### config.mk
export PLATFORM = sky130hd
export DESIGN_NAME = filter_merge
export DESIGN_NICKNAME = d
export VERILOG_FILES = /design/src/rtl/filter_pkg.sv /design/src/rtl/filter_match.sv /design/src/rtl/filter_merge.sv
export SDC_FILE = /design/constraint.sdc
export NUM_CORES = 1
export LEC_CHECK = 0
export BUFFER_PORTS_ARGS = -buffer_cell sky130_fd_sc_hd__buf_2
export CAP_MARGIN = 5
export CORE_AREA = 2 2 368 370
export DETAILED_ROUTE_END_ITERATION = 10
export DIE_AREA = 0 0 370 372
export GPL_ROUTABILITY_DRIVEN = 0
export MAX_ROUTING_LAYER = met4
export PLACE_DENSITY_LB_ADDON = 0.08
export SYNTH_ARGS = -nofsm -noshare
export SYNTH_HDL_FRONTEND = slang
export SYNTH_HIERARCHICAL = 1
export SYNTH_SLANG_ARGS = --single-unit
### constraint.sdc
create_clock -name user_clk -period 3.7 [get_ports user_clk]
set_clock_uncertainty 0.1 [all_clocks]
set_input_delay 0.555 -clock user_clk [delete_from_list [all_inputs] [get_ports user_clk]]
set_output_delay 0.555 -clock user_clk [all_outputs]
set_load 0.005 [all_outputs]
### src/rtl/filter_pkg.sv
// Shared types for the filter/merge block: FSM state encoding and filter mode constants.
package filter_pkg;

    typedef enum logic [1:0] {
        ST_IDLE  = 2'd0,
        ST_DRAIN = 2'd1,
        ST_PAD   = 2'd2,
        ST_DONE  = 2'd3
    } state_t;

    localparam logic MODE_PASS  = 1'b0;
    localparam logic MODE_MATCH = 1'b1;

endpackage

### src/rtl/filter_match.sv
// Masked equality compare: a beat hits when every bit selected by mask equals target.
module filter_match #(
    parameter int DATA_WIDTH = 128
) (
    input  logic [DATA_WIDTH-1:0] beat,
    input  logic [DATA_WIDTH-1:0] target,
    input  logic [DATA_WIDTH-1:0] mask,
    output logic                  hit
);

    assign hit = (((beat ^ target) & mask) == '0);

endmodule

### src/rtl/filter_merge.sv
// Drains NUM_CH FWFT input FIFOs in channel order into one output FIFO, optionally
// filtering beats by a masked match, then pads the output to a multiple of PAD_BEATS.
//
// state    | meaning
// ---------+---------------------------------------------------------------
// ST_IDLE  | waiting for paritition_done; mode/target/mask latched on start
// ST_DRAIN | popping channel ch until empty, then advancing to the next
// ST_PAD   | writing count as filler until count is PAD_BEATS aligned
// ST_DONE  | publishing len and pulsing process_done for one cycle
module filter_merge
    import filter_pkg::*;
#(
    parameter int TCQ        = 1,
    parameter int DATA_WIDTH = 128,
    parameter int NUM_CH     = 4,
    parameter int PAD_BEATS  = 64
) (
    input  logic                         user_clk,
    input  logic                         user_rst,
    input  logic                         paritition_done,
    output logic                         process_done,
    input  logic                         mode,
    input  logic [DATA_WIDTH-1:0]        target,
    input  logic [DATA_WIDTH-1:0]        mask,
    input  logic [NUM_CH*DATA_WIDTH-1:0] data_dout,
    input  logic [NUM_CH-1:0]            data_empty,
    output logic [NUM_CH-1:0]            data_rd_en,
    output logic [DATA_WIDTH-1:0]        dout,
    output logic                         wr_en,
    input  logic                         full,
    output logic [31:0]                  len
);

    localparam int              CH_W     = (NUM_CH > 1) ? $clog2(NUM_CH) : 1;
    localparam logic [31:0]     PAD_MASK = 32'(PAD_BEATS - 1);
    localparam logic [CH_W-1:0] LAST_CH  = CH_W'(NUM_CH - 1);

    // Register timing is left to the implementation flow; TCQ is kept for interface compatibility.
    logic unused_tcq;
    assign unused_tcq = (TCQ != 0);

    state_t                  state;
    logic [CH_W-1:0]         ch;
    logic [31:0]             count;
    logic                    mode_q;
    logic [DATA_WIDTH-1:0]   target_q;
    logic [DATA_WIDTH-1:0]   mask_q;
    logic [DATA_WIDTH-1:0]   cur_beat;
    logic                    hit;
    logic                    take_beat;
    logic                    pad_aligned;

    always_comb begin
        cur_beat = data_dout[0 +: DATA_WIDTH];
        for (int i = 1; i < NUM_CH; i++) begin
            if (ch == CH_W'(i)) begin
                cur_beat = data_dout[i*DATA_WIDTH +: DATA_WIDTH];
            end
        end
    end

    filter_match #(
        .DATA_WIDTH (DATA_WIDTH)
    ) u_match (
        .beat   (cur_beat),
        .target (target_q),
        .mask   (mask_q),
        .hit    (hit)
    );

    assign take_beat   = (mode_q == MODE_PASS) || ((mode_q == MODE_MATCH) && hit);
    assign pad_aligned = ((count & PAD_MASK) == 32'd0);

    // Pop is gated by reset so nothing leaves an input FIFO in the reset cycle.
    always_comb begin
        data_rd_en = '0;
        if (user_rst && (state == ST_DRAIN) && !full && !data_empty[ch]) begin
            data_rd_en[ch] = 1'b1;
        end
    end

    always_ff @(posedge user_clk) begin
        if (!user_rst) begin
            state        <= ST_IDLE;
            dout         <= '0;
            wr_en        <= 1'b0;
            len          <= 32'd0;
            process_done <= 1'b0;
            count        <= 32'd0;
            ch           <= '0;
            mode_q       <= MODE_PASS;
            target_q     <= '0;
            mask_q       <= '0;
        end else begin
            wr_en        <= 1'b0;
            process_done <= 1'b0;
            case (state)
                ST_IDLE: begin
                    if (paritition_done) begin
                        state    <= ST_DRAIN;
                        count    <= 32'd0;
                        ch       <= '0;
                        mode_q   <= mode;
                        target_q <= target;
                        mask_q   <= mask;
                    end
                end
                ST_DRAIN: begin
                    if (!full) begin
                        if (data_empty[ch]) begin
                            if (ch == LAST_CH) begin
                                state <= ST_PAD;
                            end else begin
                                ch <= ch + 1'b1;
                            end
                        end else if (take_beat) begin
                            dout  <= cur_beat;
                            wr_en <= 1'b1;
                            count <= count + 32'd1;
                        end
                    end
                end
                ST_PAD: begin
                    if (pad_aligned) begin
                        state <= ST_DONE;
                    end else if (!full) begin
                        dout  <= DATA_WIDTH'(count);
                        wr_en <= 1'b1;
                        count <= count + 32'd1;
                    end
                end
                ST_DONE: begin
                    len          <= count;
                    process_done <= 1'b1;
                    state        <= ST_IDLE;
                end
                default: state <= ST_IDLE;
            endcase
        end
    end

endmodule

==> results of run 1 <==
[repair_timing]
action	in CTS	in global routing
hold endpoints to repair	173	0
gates cloned	17	4
setup buffers	41	20
resized for setup	191	98
endpoints found under the setup margin	161	161
pin swaps	44	53
hold buffers	173	0
[placed cells by master (no fill, tap or decap), types with 34 or more instances in the layout]
cell           netlist  routed
buf_2               41     942
nand3_1             37      34
mux2i_1             65      61
o211ai_1            37      37
nor2_1              43      42
buf_12               0      34
buf_4                2     269
clkbuf_16            0      64
o31ai_1            100      59
nand2_1            732     729
dlygate4sd3_1        0     173
a32o_1              96      96
nand4_1             34      34
a22oi_2              0      41
nor2b_1            196     177
a211oi_1            97      74
a21oi_1            264     264
diode_2              0      43
xor2_1             128      94
dfxtp_1            455     453
[per-stage QoR]
stage / hold WS (ns) / power [mW] / cells / instance area [um2] / utilization (%)
floorplan: 0.3318 / 11.91 / 2828 / 22720 / -
global placement: 0.3250 / 18.06 / 5585 / 31160 / 23.20
detailed placement: 0.3271 / 18.03 / 5585 / 31160 / 23.20
CTS: 0.0002495 / 25.49 / 5922 / 36650 / 27.29
global route: 0.02152 / 26.96 / 5984 / 37390 / 27.84
finish: 0.05656 / 25.32 / 5985 / 37390 / 27.85
[state kept, by name, summed over array words and instances, names as in the netlist]
signal / cells
process_done: 1
len: 32
count: 32
mode_q: 1
target_q: 128
wr_en: 1
ch: 2
state: 2
mask_q: 128
dout: 128
[cells by family after synthesis]
| family | share of synthesized area, % |
|---|---|
| xor gates and xnor gates | 4.948 |
| DFF | 40.21 |
| buffers and inverters | 4.479 |
| and+or+nand+nor | 23.33 |
| adders and majority gates | 0.5523 |
| AOI/OAI and AO/OA | 21.92 |
| muxes | 4.562 |
[cell usage after synthesis, types with 5 or more instances]
| master | count |
|---|---|
| nand4_1 | 34 |
| buf_1 | 6 |
| o21ai_0 | 38 |
| and2_1 | 10 |
| nand4b_1 | 5 |
| or4_1 | 10 |
| clkbuf_1 | 194 |
| buf_2 | 41 |
| mux2i_1 | 65 |
| nand3_1 | 37 |
| nand2b_1 | 32 |
| nor3_1 | 13 |
| nor2b_1 | 196 |
| a31oi_1 | 12 |
| xor2_1 | 128 |
| mux2_2 | 32 |
| ha_1 | 10 |
| and3_1 | 14 |
| a32o_1 | 96 |
| nand2_1 | 732 |
| a21oi_1 | 264 |
| a211oi_1 | 97 |
| dfxtp_1 | 455 |
| inv_1 | 9 |
| nor4_1 | 6 |
| o31ai_1 | 100 |
| o211ai_1 | 37 |
| a22oi_1 | 64 |
| nand3b_1 | 5 |
| and4_1 | 9 |
| nor2_1 | 43 |
[worst max-delay path, delay by kind of cell, from the launching register on]
family                     cells  cell delay, ns
xor gates and xnor gates       1            0.17
and+or+nand+nor                5            1.01
buffers and inverters          8            1.26
AOI/OAI and AO/OA              6            1.21
DFF                            1            0.34
adders and majority gates      1            0.17
[metal layers]
| layer | wire [um] | track usage (%) |
|---|---|---|
| met4 | 2259 | 3.408 |
| met1 | 61890 | 24.78 |
| met2 | 72290 | 35.47 |
| met5 | 0 | - |
| met3 | 7549 | 4.058 |
[worst paths after layout]
check | start | to | slack [ns] | depth (start not counted)
hold / removal | mask[107] | mask_q[107]$_SDFFE_PN0P_ | 0.06 | 3
setup reg to reg | ch[1]$_SDFFE_PN0P_ | dout[60]$_SDFFE_PN0P_ | -0.88 | 21
setup / recovery | ch[1]$_SDFFE_PN0P_ | dout[60]$_SDFFE_PN0P_ | -0.88 | 21
hold reg to reg | dout[6]$_SDFFE_PN0P_ | dout[6]$_SDFFE_PN0P_ | 0.33 | 2
[final cells by class]
class                      instances  area [um2]
inverter                           9       41.29
clock buffer                      88        1745
antenna                           43       107.6
tap                             1781        2228
sequential                       455        9114
fill                           14980       96890
clock inverter                    21       235.2
multi-input combinational       2119       13750
timing repair buffer            1469       10170
[report_power, final]
group | leakage [nW] | switching, mW | internal (mW) | total (mW)
sequential | 3.72 | 0.805 | 6.17 | 6.98
combinational | 10.9 | 7.16 | 5.17 | 12.3
clock | 0.975 | 2.49 | 3.52 | 6.01
==> key figures, run 1 <==
Power and ir drop
  • Peak VDD IR: 339.9 uV
  • LEAKAGE: 15.64 nW
  • Cell Pwr Density: 677.1 nW/um2

Synth
  • FF+latch count, synth: 455
  • Distinct cells, synth: 51
  • Post-Synthesis Cell Area: 22660 um2
  • Most common flop cell mapped by yosys: dfxtp_1
  • Post-synth EDFFs: 0
  • Post-synth top area cell: dfxtp_1
  • Cell count after synthesis: 2828
  • Yosys top cell area share: 40.21%
  • Synth Net Count: 3615
  • Register area share after synthesis: 40.21%
  • Ranking of synthesized cells by area: dfxtp_1, nand2_1, a21oi_1
  • Synth Warn #: 6
  • Asr flop ratio synth: 0%
  • Mapped Avg Cell Area: 8.011 um2

Placed design
  • Port Buf Inserts: 942
  • Pre-CTS WS: -1.513 ns
  • DP HPWL: 110700 um

Routing
  • Post-Route WL: 144000 um
  • Vias post-DR: 25.80k
  • DRC: 0
  • Router iterations before antenna repair: 5
  • Antenna viol nets, final: 0
  • Mean routed wirelength per cell: 24.06 um
  • Vias per inst: 4.310
  • Initial DRC count: 1393

STA
  • Fin worst setup slack: -0.8769 ns
  • Setup TNS: -122.94 ns
  • Fin. max-slew vios: 0
  • Final setup viols: 161
  • Unrepaired setup endpoints after global routing: yes
  • Final min period: 4.577 ns
  • Final Cycle Share: 123.7%
  • Measured slew at the worst slew-check pin: 0.9760 ns
  • FMAX: 0.2185 GHz
  • Slew margin rel.: 34.94%
  • Final Hold Vio Count: 0

Floorplanning
  • Horiz. Die Dim: 370 um
  • Core region area: 134300 um2
  • # IOs: 943
  • Die ar.: 137600 um2
  • Initial Utilization: 16.87%
  • DIE HEIGHT: 372 um
  • # rows: 135

Critical path
  • Critical path startpoint category: flop
  • Worst path max stage delay: 0.35 ns
  • Arrival @ worst endpoint: 5.02 ns
  • Critical Path End Type: flop
  • WS Path Type: reg -> reg
  • Critical Path Slowest Stage Cell: nor4_1
  • Critical Path Fanout Max: 54
  • Crit path cell chain: inv_2 -> ha_4 -> buf_12 -> buf_16 -> buf_12 -> buf_16 -> nor2b_2 -> a211oi_1 -> o31ai_2 -> xor2_1 -> buf_4 -> a22oi_2 -> nand4_1 -> nor4_1 -> and4_4 -> nor2b_4 -> o31ai_4 -> buf_4 -> a31oi_4 -> buf_12 -> a32o_1
  • Critical Path Most Common Cell: buf_12
  • Crit path required time: 4.14 ns

Clock tree
  • CTS buffer count: 59
  • Clk sinks: 455
  • Clk slew on worst S/H paths: 0.06 ns
  • Root buffer cell: clkbuf_16
  • Htree depth: 2
  • CTS Buffer Depth: 3
  • CTS tree: yes
  • Worst skew pair latency: 0.67 ns

Final layout
  • Area Overhead vs Synth: 65.05%
  • Layout cells sized above 1: 39.05%
  • Layout net count: 4900

GRT
  • Largest net degree at the start of global routing: 157
  • First-pass GRT wire length: 196200 um
  • GRT Residual Overflow: 0
  • Initial antenna violation count: 71
  • Tot GR Track Use: 20.47%
  • Number of global-route vias before repair: 25.83k

Hold path
  • Hold Path Class: in -> reg

Outcome
  • Failing checks: negative setup slack
  • Outcome: finished, violations left

Job
  • Max_cap viols: 0
No activity file was read; power rests on OpenSTA's default activity.
==> run 2, diff against run 1 <==
Settings changed: GPL_TIMING_DRIVEN set to 0, PLACE_DENSITY set to 0.42, PLACE_DENSITY_LB_ADDON 0.08 to unset.
==> key figures, run 2 (same netlist as run 1, synthesis figures left out) <==
Critical path
  • Crit path cell chain: ha_1 -> clkbuf_8 -> buf_6 -> clkbuf_2 -> nand2_1 -> o31ai_2 -> buf_4 -> xor2_4 -> a22oi_2 -> nand4_1 -> nor4_2 -> and4_4 -> nor2b_4 -> o31ai_4 -> buf_12 -> a31oi_4 -> buf_12 -> buf_12 -> clkbuf_16 -> a32o_1
  • Crit path required time: 4.16 ns
  • Critical Path Fanout Max: 10
  • Critical Path Slowest Stage Cell: dfxtp_4
  • Reg2reg start: ch[0]$_SDFFE_PN0P_
  • FF-to-FF setup slack: -1.36 ns
  • WS Path Type: reg -> reg
  • Reg-to-Reg End: dout[118]$_SDFFE_PN0P_
  • Critical Path End Type: flop
  • CP top delay family: buffers and inverters
  • Total stage count of the critical path: 20
  • Critical path startpoint category: flop
  • Arrival @ worst endpoint: 5.52 ns
  • Worst path max stage delay: 0.39 ns
  • Crit path buf inv count: 8
  • R2R depth: 20
  • Critical Path Most Common Cell: buf_12

Clock tree
  • Clk slew on worst S/H paths: 0.06 ns
  • Clk sinks: 455
  • CTS Buffer Depth: 3
  • CTS buffer count: 60
  • Root buffer cell: clkbuf_16
  • Htree depth: 2
  • Worst skew pair latency: 0.70 ns
  • CTS tree: yes

Final layout
  • Area Overhead vs Synth: 65.87%
  • Commonest non-fill, non-tap cell in the layout: buf_2
  • Layout cells sized above 1: 36.85%
  • Final core occ: 27.98%
  • Fill cells: 14.85k
  • Layout net count: 4920
  • Top Registers: dout x128, mask_q x128, target_q x128
  • Most frequent cells in the layout: buf_2, nand2_1, dfxtp_1

Floorplanning
  • # IOs: 943
  • Core region area: 134300 um2
  • DIE HEIGHT: 372 um
  • Horiz. Die Dim: 370 um
  • # rows: 135
  • Initial Utilization: 16.87%
  • Die ar.: 137600 um2

STA
  • Final min period: 5.061 ns
  • Measured slew at the worst slew-check pin: 1.165 ns
  • Hold_ws: 0.05232 ns
  • Unrepaired setup endpoints after global routing: yes
  • Final Cycle Share: 136.8%
  • Setup TNS: -202.56 ns
  • FMAX: 0.1976 GHz
  • Final Hold Vio Count: 0
  • Final setup viols: 162
  • Fin. max-slew vios: 0
  • Fin worst setup slack: -1.361 ns
  • Slew margin rel.: 22.33%

GRT
  • Met1 Use GR: 29.88%
  • Tot GR Track Use: 23.09%
  • GRT Residual Overflow: 0
  • Initial antenna violation count: 50
  • First-pass GRT wire length: 213500 um
  • Met2 GRT Util: 37.69%
  • Number of global-route vias before repair: 26.27k
  • Met3 global-route usage: 3.832%
  • Largest net degree at the start of global routing: 19
  • GR peak layer: met2

Power and ir drop
  • Cell Pwr Density: 713.4 nW/um2
  • Peak VDD IR: 413.0 uV
  • Overall Power: 26.81 mW
  • LEAKAGE: 15.46 nW

Routing
  • Mean routed wirelength per cell: 27.43 um
  • DRC: 0
  • Vias per inst: 4.493
  • Post-Route WL: 164400 um
  • Vias post-DR: 26.94k
  • Antenna viol nets, final: 0
  • Initial DRC count: 1946
  • Router iterations before antenna repair: 8

Hold path
  • Hold Path Class: in -> reg
  • Hold_sp: mask[65]
  • Hold EP: mask_q[65]$_SDFFE_PN0P_
  • Hold Crit Depth: 3

Placed design
  • Port Buf Inserts: 941
  • Pre-CTS WS: -4.435 ns
  • DP HPWL: 132600 um

Outcome
  • Outcome: finished, violations left
  • Failing checks: negative setup slack

Job
  • Max_cap viols: 0
## run 2: cell types whose count changed in the layout (fill, tap and decap cells not counted), sizes merged
cell         previous run  this run
dlygate4sd3           173       213
buf                  1286      1064
clkinv                 14         8
inv                     9        10
clkinvlp                3         7
bufbuf                  5         2
clkbuf                 93       297
diode                  43        35
## run 2: how the worst max path moves through the flow
stage / from / end / slack, ns
after floorplan: ch[1]$_SDFFE_PN0P_ / count[15]$_SDFFE_PN0P_ / 0.003
after global placement: ch[0]$_SDFFE_PN0P_ / dout[125]$_SDFFE_PN0P_ / -5.84
after detailed placement: ch[0]$_SDFFE_PN0P_ / dout[126]$_SDFFE_PN0P_ / -4.44
after CTS: ch[1]$_SDFFE_PN0P_ / dout[42]$_SDFFE_PN0P_ / -1.41
after global routing: ch[1]$_SDFFE_PN0P_ / count[5]$_SDFFE_PN0P_ / -1.42
final: ch[0]$_SDFFE_PN0P_ / dout[118]$_SDFFE_PN0P_ / -1.36
## run 2: per-layer routing
metal / vias up / part of all wire, %
met1: 13210 / 45
li1: 12570 / -
met5: - / 0
met2: 989 / 48
met4: 0 / 1.9
met3: 164 / 5.5
## run 2: timing repair
item | 4_1_cts | 5_1_grt
gates cloned | 5 | 19
hold endpoints to repair | 213 | 0
setup buffers | 41 | 28
pin swaps | 57 | 75
setup endpoints to repair | 165 | 165
hold buffers | 213 | 0
gates resized for setup | 343 | 187
## run 2: area by class of cell
type | count | area [um2] | share of cell area, %
multi-input cells | 2119 | 14290 | 38.03
flip-flops and latches | 455 | 9116 | 24.26
repair buffers | 1248 | 8178 | 21.76
well taps | 1781 | 2228 | 5.930
clock buffers | 88 | 1737 | 4.621
plain buffers | 240 | 1592 | 4.235
clock inverters | 20 | 309.0 | 0.8224
diodes | 35 | 87.58 | 0.2331
inverters | 9 | 40.04 | 0.1065
## run 2: report_power, final
group          leakage (nW)  internal (mW)  switching [mW]
clock network         0.972           3.55            2.59
logic                  10.8           5.32            8.23
registers              3.72           6.17           0.943
total                  15.5           15.0            11.8
## run 2: per-stage QoR
step	std cells	cell area (um2)
2_1_floorplan	2828	22720
3_3_place_gp	5550	29650
3_5_place_dp	5553	29750
4_1_cts	5919	36150
5_1_grt	5985	37550
6_report	5995	37580
## run 2: worst min-delay path: stages
cell     delay (ns)
buf_2          0.10
nand2_1        0.09
a21oi_1        0.06
